[src/rtl/regfile_dump_reader.sv]
// Streams registers FIRST_REG..LAST_REG out of the register file over a valid/ready port.
// Optional build macro REGDUMP_CHECKSUM_EN adds a running XOR checksum output.
module regfile_dump_reader #(
  parameter int unsigned FIRST_REG = 0,
  parameter int unsigned LAST_REG  = 31
) (
  input  logic        clk,
  input  logic        reset,
  input  logic        start,
  output logic [4:0]  rf_addr,
  input  logic [31:0] rf_data,
  output logic        busy,
  output logic        done,
  output logic        out_valid,
  input  logic        out_ready,
  output logic [4:0]  out_idx,
  output logic [31:0] out_data
`ifdef REGDUMP_CHECKSUM_EN
  ,
  output logic [31:0] checksum
`endif
);

  localparam logic [4:0] FIRST_IDX = 5'(FIRST_REG);
  localparam logic [4:0] LAST_IDX  = 5'(LAST_REG);

  typedef enum logic [1:0] {
    ST_IDLE,
    ST_LOAD,
    ST_SEND,
    ST_DONE
  } state_t;

  state_t      state_q, state_d;
  logic [4:0]  idx_q, idx_d;
  logic        busy_q, busy_d;
  logic        done_q, done_d;
  logic        out_valid_q, out_valid_d;
  logic [4:0]  out_idx_q, out_idx_d;
  logic [31:0] out_data_q, out_data_d;

  logic handshake;
  logic start_accept;
  logic last_word;

  assign handshake    = out_valid_q & out_ready;
  assign start_accept = (state_q == ST_IDLE) & start;
  assign last_word    = (idx_q == LAST_IDX);

  always_comb begin
    // NOTE: every signal driven here gets a default first, so no path can leave one unassigned and infer a latch.
    state_d     = state_q;
    idx_d       = idx_q;
    busy_d      = busy_q;
    done_d      = 1'b0;
    out_valid_d = out_valid_q;
    out_idx_d   = out_idx_q;
    out_data_d  = out_data_q;
    rf_addr     = 5'd0;

    unique case (state_q)
      ST_IDLE: begin
        if (start) begin
          state_d = ST_LOAD;
          idx_d   = FIRST_IDX;
          busy_d  = 1'b1;
        end
      end

      ST_LOAD: begin
        rf_addr     = idx_q;
        out_data_d  = rf_data;
        out_idx_d   = idx_q;
        out_valid_d = 1'b1;
        state_d     = ST_SEND;
      end

      ST_SEND: begin
        // Look one register ahead so the next word is ready the moment this one is taken.
        rf_addr = idx_q + 5'd1;
        if (handshake) begin
          if (last_word) begin
            rf_addr     = 5'd0;
            out_valid_d = 1'b0;
            busy_d      = 1'b0;
            done_d      = 1'b1;
            state_d     = ST_DONE;
          end else begin
            idx_d      = idx_q + 5'd1;
            out_idx_d  = idx_q + 5'd1;
            out_data_d = rf_data;
          end
        end
      end

      ST_DONE: begin
        state_d = ST_IDLE;
      end

      default: begin
        state_d = ST_IDLE;
      end
    endcase
  end

  always_ff @(posedge clk) begin
    // NOTE: sequential state uses non-blocking assignments so every flop samples pre-edge values.
    if (reset) begin
      state_q     <= ST_IDLE;
      idx_q       <= 5'd0;
      busy_q      <= 1'b0;
      done_q      <= 1'b0;
      out_valid_q <= 1'b0;
      out_idx_q   <= 5'd0;
      out_data_q  <= 32'd0;
    end else begin
      state_q     <= state_d;
      idx_q       <= idx_d;
      busy_q      <= busy_d;
      done_q      <= done_d;
      out_valid_q <= out_valid_d;
      out_idx_q   <= out_idx_d;
      out_data_q  <= out_data_d;
    end
  end

  assign busy      = busy_q;
  assign done      = done_q;
  assign out_valid = out_valid_q;
  assign out_idx   = out_idx_q;
  assign out_data  = out_data_q;

`ifdef REGDUMP_CHECKSUM_EN
  logic [31:0] checksum_q, checksum_d;

  always_comb begin
    checksum_d = checksum_q;
    if (start_accept) begin
      checksum_d = 32'd0;
    end else if (handshake) begin
      checksum_d = checksum_q ^ out_data_q;
    end
  end

  always_ff @(posedge clk) begin
    if (reset) begin
      checksum_q <= 32'd0;
    end else begin
      checksum_q <= checksum_d;
    end
  end

  assign checksum = checksum_q;
`endif

endmodule
[config.mk]
export PLATFORM = sky130hd
export DESIGN_NAME = regfile_dump_reader
export DESIGN_NICKNAME = d
export VERILOG_FILES = /design/src/rtl/regfile_dump_reader.sv
export SDC_FILE = /design/constraint.sdc
export NUM_CORES = 1
export LEC_CHECK = 0
export ABC_AREA = 1
export CAP_MARGIN = 20
export CORE_MARGIN = 2
export CORE_UTILIZATION = 40
export DETAILED_ROUTE_END_ITERATION = 8
export DONT_BUFFER_PORTS = 1
export SYNTH_ARGS = -nofsm -noshare
export SYNTH_HDL_FRONTEND = slang
export SYNTH_SLANG_ARGS = --single-unit
[constraint.sdc]
create_clock -name clk -period 2.1 [get_ports clk]
set_input_delay 0.315 -clock clk [delete_from_list [all_inputs] [get_ports clk]]
set_output_delay 0.315 -clock clk [all_outputs]
set_load 0.03 [all_outputs]
---- Word-level counts from Yosys, hierarchy flattened ----
Index checks and enable logic that the tools add are counted.
operators by class
  add/subtract/negate cells ............... 1
  equality and inequality tests ........... 8
  mux-type cells .......................... 21
  bitwise operators ....................... 3
  reductions and logical operators ........ 9
operator list
  cell                                                              count
  32-bit two-way mux                                                2
  32-bit case mux with 2 select lines                               1
  5-bit case mux with 2 select lines                                3
  5-bit two-way mux                                                 5
  3-bit AND reduction                                               3
  2-bit != test (second input constant)                             4
  2-bit case mux with 4 select lines                                1
  4-bit AND reduction                                               2
  2-bit two-way mux                                                 3
  5-bit by 1-bit adder with 5-bit output (second input constant)    1
  5-bit == test (second input constant)                             1
  2-bit == test (second input constant)                             2
  1-bit two-way mux                                                 4
  1-bit case mux with 2 select lines                                2
  2-bit nonzero test                                                2
  3-bit OR reduction                                                1
  2-bit by 1-bit == test with 1-bit output (second input constant)  1
  2-bit logical NOT                                                 1
  1-bit inverter                                                    2
  1-bit bitwise AND                                                 1
storage, ports and cells
  bits in registers ....................... 47
  input port bits ......................... 36
  output and inout bits ................... 45
  logic and storage cells ................. 49

---- Longest topological paths before layout ----
Gate-level depths: netlist of run 1.
  word-level depth ........................ 4
  depth in mapped cells ................... 11
  gate-level depth less buffers ........... 10

---- Worst setup path before layout of run 1 ----
Ideal clock, no wire load.
  kind .................................... register -> output
  from .................................... reg idx_q[0]
  to ...................................... out rf_addr[3]
  arrival time ............................ 1.658 ns
  slack ................................... 0.127 ns
  cell stages (with the launch flop) ...... 10
  path buffers ............................ 0
  cell sequence ........................... dfxtp_1 > ha_1 > nand2_1 > nor2_1 > ha_1 > inv_1 > nand2_1 > nand2_1 > nand3_1 > a21oi_1
between the ends
  cells in the longest elaborated chain, start to end .. 4
RTL lines
  what                                line  text
  start: declaration                  35    logic [4:0] idx_q, idx_d;
  start signal: assignment            118   idx_q <= idx_d;
  5-bit == test                       48    assign last_word = (idx_q == LAST_IDX);
  net last_word                       44    logic last_word;
  5-bit two-way mux                   82    if (last_word) begin
  5-bit two-way mux                   81    if (handshake) begin
  5-bit case mux with 2 select lines  61    unique case (state_q)
  end: declaration                    10    output logic [4:0] rf_addr,
The timed path passes the listed nets, and every way through them passes these cells.

---- Final worst setup path of run 1 ----
Ends and elaborated chain as after synthesis.

==> results of run 1 <==
==> what timing repair did <==
item / 4_1_cts / 5_1_grt
setup endpoints to repair: 3 / 5
resized for setup: 9 / 10
pin swaps: 2 / 3
hold endpoints to repair: 0 / 0
gates cloned: 0 / 0
setup buffers: 2 / 4
==> cell usage in the layout, fill, tap and decap left out <==
cell,count
a21oi_1,42
a21oi_2,1
buf_12,1
buf_4,18
buf_6,1
bufinv_16,1
clkbuf_8,6
clkinv_2,1
dfxtp_1,45
dfxtp_4,2
ha_1,4
ha_2,2
ha_4,1
inv_1,19
inv_2,2
nand2_1,68
nand2_2,5
nand2_4,2
nand3_1,6
nand3_2,2
nand4_1,36
nor2_1,17
nor2_2,1
nor2_4,1
nor3_1,1
nor3b_1,1
o21ai_0,5
o21ai_1,1
o21bai_1,1
==> kinds of logic (layout without fill, tap and decap cells) <==
group / Yosys count / count (layout) / synth area share
simple gates: 140 / 140 / 0.305
flops: 47 / 47 / 0.437
compound gates: 50 / 50 / 0.117
buf+inv: 41 / 49 / 0.0999
fa+ha+maj: 7 / 7 / 0.0406
==> critical path, cell delays in order (launching register included) <==
cell and delay [ps]:
dfxtp_4 360, ha_4 160, nand2_2 90, nor2_2 40
ha_2 180, inv_2 50, nand2_2 60, nand2_4 100
nand3_2 80, a21oi_2 170, buf_6 160
==> metrics by stage <==
step / cell area [sq um] / power [mW] / util / instances / TNS, ps
2_1_floorplan: 2150 / 3.01 / - / 285 / 0
3_3_place_gp: 2220 / 3.32 / 0.433 / 349 / 0
3_5_place_dp: 2220 / 3.33 / 0.433 / 349 / 0
4_1_cts: 2380 / 4.06 / 0.462 / 359 / 0
5_1_grt: 2440 / 4.39 / 0.474 / 363 / -45.6
6_report: 2440 / 4.09 / 0.474 / 363 / 0
==> flip-flops by register name, summed over array words and instances (netlist names) <==
signal	cells
busy	1
idx_q	5
out_valid	1
state_q	2
out_data	32
done	1
out_idx	5
==> area by class of cell <==
cell class,instances,share of cell area
repair buffers,20,0.0682
well taps,70,0.0359
inverters,21,0.0323
clock buffers,6,0.0339
flip-flops and latches,47,0.389
multi-input cells,197,0.426
clock inverters,2,0.0144
==> power groups by stage <==
stage	sequential (mW)	combinational, mW	clock, mW
6_report	1.85	1.56	0.682
3_5_place_dp	1.87	1.46	0
2_1_floorplan	1.83	1.17	0
4_1_cts	1.85	1.50	0.713
3_3_place_gp	1.87	1.45	0
5_1_grt	1.89	1.75	0.747
==> worst max path at each step <==
stage | end | slack [ps] | startpoint | cells after the start
2_1_floorplan | rf_addr[3] | 130 | idx_q[0] | 9
3_3_place_gp | rf_addr[2] | 230 | idx_q[0] | 10
3_5_place_dp | rf_addr[3] | 160 | idx_q[0] | 10
4_1_cts | rf_addr[3] | 9 | idx_q[0] | 10
5_1_grt | rf_addr[3] | -30 | idx_q[0] | 10
6_report | rf_addr[3] | 50 | idx_q[0] | 10
==> routing by layer <==
metal / routed length (microns) / GRT usage / part of all wire
met3: 408 / 0.0558 / 0.077
met1: 2400 / 0.230 / 0.45
met4: 70 / 0.0571 / 0.013
met5: 0 / 0 / 0
met2: 2460 / 0.263 / 0.46
==> results.yml, run 1 <==
power_and_ir_drop:
  pwr-share-comb: 0.380
  switchingPower_mw: 1.96
  power_density_nw_per_um2: 1680
  internal-power_mw: 2.13
  sw_frac_of_total: 0.479
  peakVddDrop_mv: 0.684
  clock_power_share: 0.167
  seqPwrFrac: 0.453
  p_leak_nw: 0.976
global_route:
  grt_max_degree: 41
  grt_usage: 0.172
  grt-ovfl-total: 0
  antenna_found_initial: 0
  grt_pass1_vias: 1776
  grt_pass1_wl_mm: 8.31
clocking:
  clock_latency_ps: 300
  cts.path.max_buffers: 2
  cts_hold_buf: 0
  tritoncts: "yes"
  clkTransAtPathRegs_ps: 90
  cts_buffers: 5
  cts_sinks: 47
  clock-root-buffer: "clkbuf_8"
  htreeDepth: 2
synth:
  synth_ff_type: "dfxtp_1"
  synth_cells: 285
  synth_top_cell_area_share: 0.437
  synth_nets: 328
  synth_cell_type_count: 20
  netlist_top_cells_area: "dfxtp_1 44%, nand2_1 12%, nand4_1 10%"
  post-synth-top-count-cell: "nand2_1"
  synth_edf_count: 0
  synth_seq_area_share: 0.437
  ys_seq_elements: 47
  synth_top_area_cell: "dfxtp_1"
  ys_warn_count: 0
  netlist_area_sq_um: 2150
  async_reset_ff_frac: 0
  synth_common_cells: "71 x nand2_1, 47 x dfxtp_1, 43 x a21oi_1, 36 x nand4_1, 21 x inv_1"
  avgSynthCellArea_sq_um: 7.56
drt:
  dr.pass1.iters: 4
  ant_nets: 0
  detail_route.wirelength_mm: 5.33
  route.detailed.drc: 0
  vias: 1904
  wl_per_cell_microns: 14.7
  viasPerCell: 5.25
  drt-initial-drc-count: 101
hold_path:
  hold_start: "reset"
  holdPathStages: 1
  min_to: "out_idx[1]"
  min_path_type: "in2reg"
layout:
  ff_latch_area_sq_um: 948
  drive_gt1_frac: 0.160
  fillers: 543
  n_antenna_cell: 0
  multi_input_area_sq_um: 1040
  nNetsFinal: 335
  synthToLayoutAreaGrowth_pct: 13.2
timing:
  maxSlewHeadroom: 0.764
  finalCritPeriodShare: 0.976
  layout_min_cycle_time_ps: 2050
  slew_violations: 0
  setup_viol: 0
  tightest_slew_ps: 353
  fin_worst_skew_ps: 7.87
  fmax_mhz: 488
  layout_setup_ws_ps: 51.3
  finalHoldViolCount: 0
  timing.hold.ws_ps: 88.0
setup_path:
  worstPathMaxFanout: 3
  cp.required_ps: 1780
  crit_arrival_ps: 1730
  reg2regPathDepth: 12
  reg2reg_from: "idx_q[0]"
  r2r_end: "out_idx[3]"
  crit_path_start_kind: "register"
  end_kind: "output pin"
  path_class: "reg2out"
  rrSetupSlack_ps: 370
place:
  dp_hpwl_mm: 3.45
  pre_cts_ws_ps: 164
  place_congestion: 0.900
  portBuffers: 0
floorplan:
  dieArea_sq_um: 5990
  die_x_microns: 77.4
  die_h_microns: 77.4
  ios: 81
  core_sq_um: 5140
  rows: 26
  start_util: 0.419
outcome:
  status: "completed"
flow_run:
  max_cap_violations: 0
No activity file was read; power rests on OpenSTA's default activity.
==> inputs of run 2 (changes only) <==
--- a/config.mk
+++ b/config.mk
@@ -5,12 +5,12 @@
 export SDC_FILE = /design/constraint.sdc
 export NUM_CORES = 1
 export LEC_CHECK = 0
-export ABC_AREA = 1
 export CAP_MARGIN = 20
 export CORE_MARGIN = 2
 export CORE_UTILIZATION = 40
 export DETAILED_ROUTE_END_ITERATION = 8
 export DONT_BUFFER_PORTS = 1
+export GPL_TIMING_DRIVEN = 0
 export SYNTH_ARGS = -nofsm -noshare
 export SYNTH_HDL_FRONTEND = slang
 export SYNTH_SLANG_ARGS = --single-unit
==> constraint.sdc (replaced) <==
create_clock -name clk -period 2.7 [get_ports clk]
set_input_delay 0.405 -clock clk [delete_from_list [all_inputs] [get_ports clk]]
set_output_delay 0.405 -clock clk [all_outputs]
set_load 0.03 [all_outputs]
==> run 2 against run 1 <==
Effect of this change:
- clock-buffer cell count stayed put
- register-to-register slack better by 220 ps
- sequential cell count unchanged
- via count down 1.4%
- die area grew 12%
- combinational power fell by 43%
- critical path type unchanged
- largest power group unchanged
==> results.yml, run 2 <==
outcome:
  status: "completed"
timing:
  finalCritPeriodShare: 0.941
  tightest_slew_ps: 717
  layout_min_cycle_time_ps: 2540
  setup_viol: 0
  finalHoldViolCount: 0
  slew_violations: 0
  fin_worst_skew_ps: 5.84
  fmax_mhz: 394
  maxSlewHeadroom: 0.522
  grt_setup_unrepaired: "false"
  fin_setup_tns_ps: 0
layout:
  drive_gt1_frac: 0.366
  nNetsFinal: 304
  fillers: 593
  fin_area_sq_um: 2660
  layout_commonest_cell: "dfxtp_1"
  final_cell_mix: "45 x dfxtp_1, 39 x nand3_1, 32 x a21oi_2"
  multi_input_area_sq_um: 1300
  ff_latch_area_sq_um: 943
  n_antenna_cell: 0
  synthToLayoutAreaGrowth_pct: 9.71
  largest_reg_flops: 32
clocking:
  clkTransAtPathRegs_ps: 90
  tritoncts: "yes"
  cts_sinks: 47
  clock_latency_ps: 300
  cts.path.max_buffers: 2
  htreeDepth: 2
  cts_buffers: 5
  clock-root-buffer: "clkbuf_8"
power_and_ir_drop:
  power_density_nw_per_um2: 1060
  p_leak_nw: 0.889
  peakVddDrop_mv: 0.389
  power.total_mw: 2.81
place:
  place_congestion: 0.812
  dp_hpwl_mm: 4.04
  portBuffers: 0
  placed_cell_area_sq_um: 2520
setup_path:
  end_kind: "output pin"
  rrSetupSlack_ps: 590
  worstPathMaxFanout: 10
  r2r_end: "idx_q[0]"
  path_class: "reg2out"
  crit_arrival_ps: 2130
  crit_path_start_kind: "register"
  startpoint: "state_q[0]"
  crit_path_end: "rf_addr[1]"
  reg2reg_from: "idx_q[0]"
  cp.required_ps: 2300
  reg2regPathDepth: 6
drt:
  drt-initial-drc-count: 40
  vias: 1878
  dr.pass1.iters: 4
  viasPerCell: 5.57
  route.detailed.drc: 0
  detail_route.wirelength_mm: 5.65
  ant_nets: 0
  wl_per_cell_microns: 16.8
synth:
  synth_ff_type: "dfxtp_1"
  synth_cells: 254
  synth_seq_area_share: 0.388
  netlist_area_sq_um: 2420
  avgSynthCellArea_sq_um: 9.54
  synth_cell_type_count: 40
  synth_edf_count: 0
  synth_top_area_cell: "dfxtp_1"
  post-synth-top-count-cell: "dfxtp_1"
  synth_common_cells: "47 x dfxtp_1, 39 x nand3_1, 31 x a21oi_2, 30 x o21ai_2, 12 x nand2_1"
  ys_warn_count: 0
  ys_seq_elements: 47
  netlist_top_cells_area: "dfxtp_1 39%, a21oi_2 11%, o21ai_2 11%"
  synth_top_cell_area_share: 0.388
  async_reset_ff_frac: 0
  synth_nets: 297
floorplan:
  dieArea_sq_um: 6700
  die_h_microns: 81.8
  core_sq_um: 5890
  start_util: 0.412
  rows: 28
  die_x_microns: 81.8
  ios: 81
global_route:
  grt_pass1_vias: 1675
  grt_pass1_wl_mm: 8.64
  antenna_found_initial: 0
  grt_usage: 0.165
  grt-ovfl-total: 0
  grt_max_degree: 15
flow_run:
  max_cap_violations: 0
hold_path:
  min_path_type: "in2reg"
[run 2: cell types whose count changed in the layout (fill, tap and decap cells not counted), moves of 30 or more]
cell     before  now
nand2_1      68   12
a21oi_1      42    5
nand3_1       6   39
nand4_1      36    3
a21oi_2       1   32
o21ai_2       0   30
[run 2: logic make-up (layout without fill, tap and decap cells)]
logic type | after synthesis | count (layout) | share of synthesized area
AO/OA/AOI/OAI | 84 | 84 | 0.285
AND/OR/NAND/NOR | 77 | 77 | 0.168
flip-flops | 47 | 47 | 0.388
buffers and inverters | 29 | 37 | 0.0826
adder cells (fa/ha/maj) | 7 | 7 | 0.0361
multiplexers | 7 | 7 | 0.0289
XOR/XNOR | 3 | 3 | 0.0108
[run 2: repair_timing]
item,4_1_cts,5_1_grt
pin swaps,0,0
setup buffers,0,0
setup endpoints to repair,2,2
endpoints found under the hold margin,0,0
gates resized for setup,2,4
hold buffers,0,0
[run 2: critical path, cell delays in order, from the launching register on]
cell and delay (ps):
dfxtp_1 320, inv_1 120, ha_1 350, buf_4 240, buf_2 240, a22oi_1 120, nor2_1 460
[run 2: metrics by stage]
step / instances / hold WS (ps) / utilization / setup slack, ps
floorplan: 254 / 455 / - / 467
global placement: 329 / 468 / 0.428 / 231
detailed placement: 329 / 495 / 0.428 / 222
CTS: 337 / 225 / 0.449 / 54.8
global route: 337 / 218 / 0.452 / 37.9
finish: 337 / 235 / 0.452 / 160
[run 2: layout make-up]
class	instances	share of cell area
Tap cell	75	0.0353
Clock inverter	2	0.0132
Inverter	5	0.00706
Clock buffer	6	0.0311
Buffer	24	0.0682
Sequential cell	47	0.355
Multi-Input combinational cell	178	0.490
[run 2: power by group]
| group | leakage (nW) | total [mW] | switching (mW) | internal [mW] |
|---|---|---|---|---|
| Sequential | 0.385 | 1.39 | 0.502 | 0.889 |
| Clock | 0.0612 | 0.536 | 0.236 | 0.300 |
| Combinational | 0.443 | 0.887 | 0.538 | 0.349 |
[run 2: how the worst min path moves through the flow]
stage	startpoint	endpoint	slack (ps)	cells past startpoint
2_1_floorplan	state_q[1]	state_q[1]	450	2
3_3_place_gp	state_q[1]	state_q[1]	470	2
3_5_place_dp	state_q[1]	state_q[1]	490	2
4_1_cts	rf_data[13]	out_data[13]	230	2
5_1_grt	rf_data[25]	out_data[25]	220	2
6_report	rf_data[31]	out_data[31]	240	2
[run 2: per-layer routing]
| metal | vias up | routed length [microns] | track usage |
|---|---|---|---|
| met2 | 56 | 2550 | 0.259 |
| met1 | 878 | 2550 | 0.211 |
| met3 | 5 | 510 | 0.0615 |
| met5 | - | 0 | 0 |
| li1 | 939 | - | - |
| met4 | 0 | 40 | 0.0450 |
==> inputs of run 3 (changes only) <==
--- a/config.mk
+++ b/config.mk
@@ -7,7 +7,7 @@
 export LEC_CHECK = 0
 export CAP_MARGIN = 20
 export CORE_MARGIN = 2
-export CORE_UTILIZATION = 40
+export CORE_UTILIZATION = 28
 export DETAILED_ROUTE_END_ITERATION = 8
 export DONT_BUFFER_PORTS = 1
 export GPL_TIMING_DRIVEN = 0
==> run 3 against run 2 <==
Effect of this change:
- critical path type unchanged
- global-route usage is 3.5 points lower
- sequential power hardly changed
- fmax is 0.20% lower
- worst hold slack worse by 13 ps
- first-iteration DRC count is 7.5% lower
- non-clock buffer count stayed put
- combinational power is 1% higher
- critical path depth stayed put
- routed wire length is 7.6% higher
- sequential cell count stayed put
==> results.yml, run 3 (synthesis results as in run 2) <==
outcome:
  status: "completed"
layout:
  n_antenna_cell: 0
  synthToLayoutAreaGrowth_pct: 11.4
  largest_reg_flops: 32
  fillers: 850
  fin_area_sq_um: 2700
  layout_commonest_cell: "dfxtp_1"
  final_cell_mix: "47 x dfxtp_1, 39 x nand3_1, 32 x a21oi_2"
  drive_gt1_frac: 0.363
  nNetsFinal: 304
setup_path:
  crit_arrival_ps: 2140
  end_kind: "output pin"
  slowest_delay_ps: 380
  path_cells: "ha_1 -> and3_1 -> ha_1 -> nand3_1 -> nand4_1 -> a31oi_4"
  worstPathMaxFanout: 7
  startpoint: "idx_q[0]"
  path_class: "reg2out"
  cp.required_ps: 2300
  crit_path_start_kind: "register"
  critPathSlowestCell: "dfxtp_1"
  reg2reg_from: "idx_q[0]"
  rrSetupSlack_ps: 520
  cp_common_cell: "ha_1"
floorplan:
  core_sq_um: 8300
  rows: 33
  ios: 81
  die_h_microns: 97.0
  dieArea_sq_um: 9420
  start_util: 0.292
  die_x_microns: 97.0
drt:
  wl_per_cell_microns: 16.6
  route.detailed.drc: 0
  viasPerCell: 5.15
  dr.pass1.iters: 4
  detail_route.wirelength_mm: 6.08
  ant_nets: 0
  drt-initial-drc-count: 37
  vias: 1891
global_route:
  grt-ovfl-total: 0
  grt_usage: 0.129
  grt_pass1_wl_mm: 9.92
  antenna_found_initial: 0
  grt_pass1_vias: 1848
  grt_max_degree: 16
timing:
  slew_violations: 0
  grt_setup_unrepaired: "false"
  finalHoldViolCount: 0
  layout_min_cycle_time_ps: 2540
  fin_worst_skew_ps: 11.4
  setup_viol: 0
  fin_setup_tns_ps: 0
  fmax_mhz: 393
  maxSlewHeadroom: 0.513
  tightest_slew_ps: 731
  finalCritPeriodShare: 0.942
clocking:
  clock-root-buffer: "clkbuf_8"
  cts_hold_buf: 0
  postCtsSetupBuffers: 0
  clock_latency_ps: 300
  clkTransAtPathRegs_ps: 100
  cts_sinks: 47
  htreeDepth: 2
  cts_buffers: 5
  cts.path.max_buffers: 2
  tritoncts: "yes"
place:
  portBuffers: 0
  place_congestion: 0.757
  placed_cell_area_sq_um: 2550
  dp_hpwl_mm: 4.47
hold_path:
  hold_start: "rf_data[31]"
  min_path_type: "in2reg"
flow_run:
  max_cap_violations: 0
power_and_ir_drop:
  peakVddDrop_mv: 0.504
  p_leak_nw: 0.888
  power_density_nw_per_um2: 1050
## run 3: changes by cell type in the layout (fill, tap and decap cells not counted)
| cell | change |
|---|---|
| dfxtp_2 | -2 |
| clkinv_2 | -1 |
| inv_6 | +1 |
| nor2_1 | -1 |
| nor2_2 | +1 |
| dfxtp_1 | +2 |
## run 3: worst max-delay path, delay by kind of cell (launching register included)
| family | cells | cell delay [ps] |
|---|---|---|
| and+or+nand+nor | 3 | 600 |
| adders and majority gates | 2 | 520 |
| DFF | 1 | 380 |
| AOI/OAI and AO/OA | 1 | 340 |
## run 3: layout make-up
type	count	area, sq um	share of cell area
Sequential cell	47	941	0.348
Multi-Input combinational cell	178	1310	0.484
Clock buffer	6	82.6	0.0306
Inverter	5	18.8	0.00695
Tap cell	105	131	0.0487
Buffer	24	181	0.0672
Clock inverter	2	38.8	0.0144
## run 3: path summary, 6_finish.rpt
kind,to,cells after the start
min reg2reg,state_q[1],2
min,out_data[31],2
max reg2reg,idx_q[3],6
max,rf_addr[3],6
## run 3: power by group
| part | switching (mW) | internal (mW) | leakage [nW] |
|---|---|---|---|
| registers | 0.501 | 0.888 | 0.384 |
| clock network | 0.252 | 0.305 | 0.0618 |
| logic | 0.550 | 0.349 | 0.442 |
| total | 1.30 | 1.54 | 0.888 |
## run 3: through the flow
stage | power, mW | setup slack, ps | utilization | cells | hold WS [ps]
2_1_floorplan | 2.10 | 467 | - | 254 | 455
3_3_place_gp | 2.29 | 214 | 0.308 | 359 | 466
3_5_place_dp | 2.31 | 246 | 0.308 | 359 | 481
4_1_cts | 2.88 | 66.6 | 0.324 | 367 | 210
5_1_grt | 3.03 | 22.6 | 0.325 | 367 | 201
6_report | 2.85 | 155 | 0.325 | 367 | 223
## run 3: routing by layer
layer  vias up  global-route usage  wire length, microns
li1        941                   -                     -
met1       879               0.158                  2690
met2        63               0.211                  2810
met3         8              0.0556                   520
met4         0              0.0293                    64
met5         -                   0                     0
## run 3: repair_timing
action                     4_1_cts  5_1_grt
gates resized for setup          2        3
cloned                           0        0
setup endpoints to repair        2        3
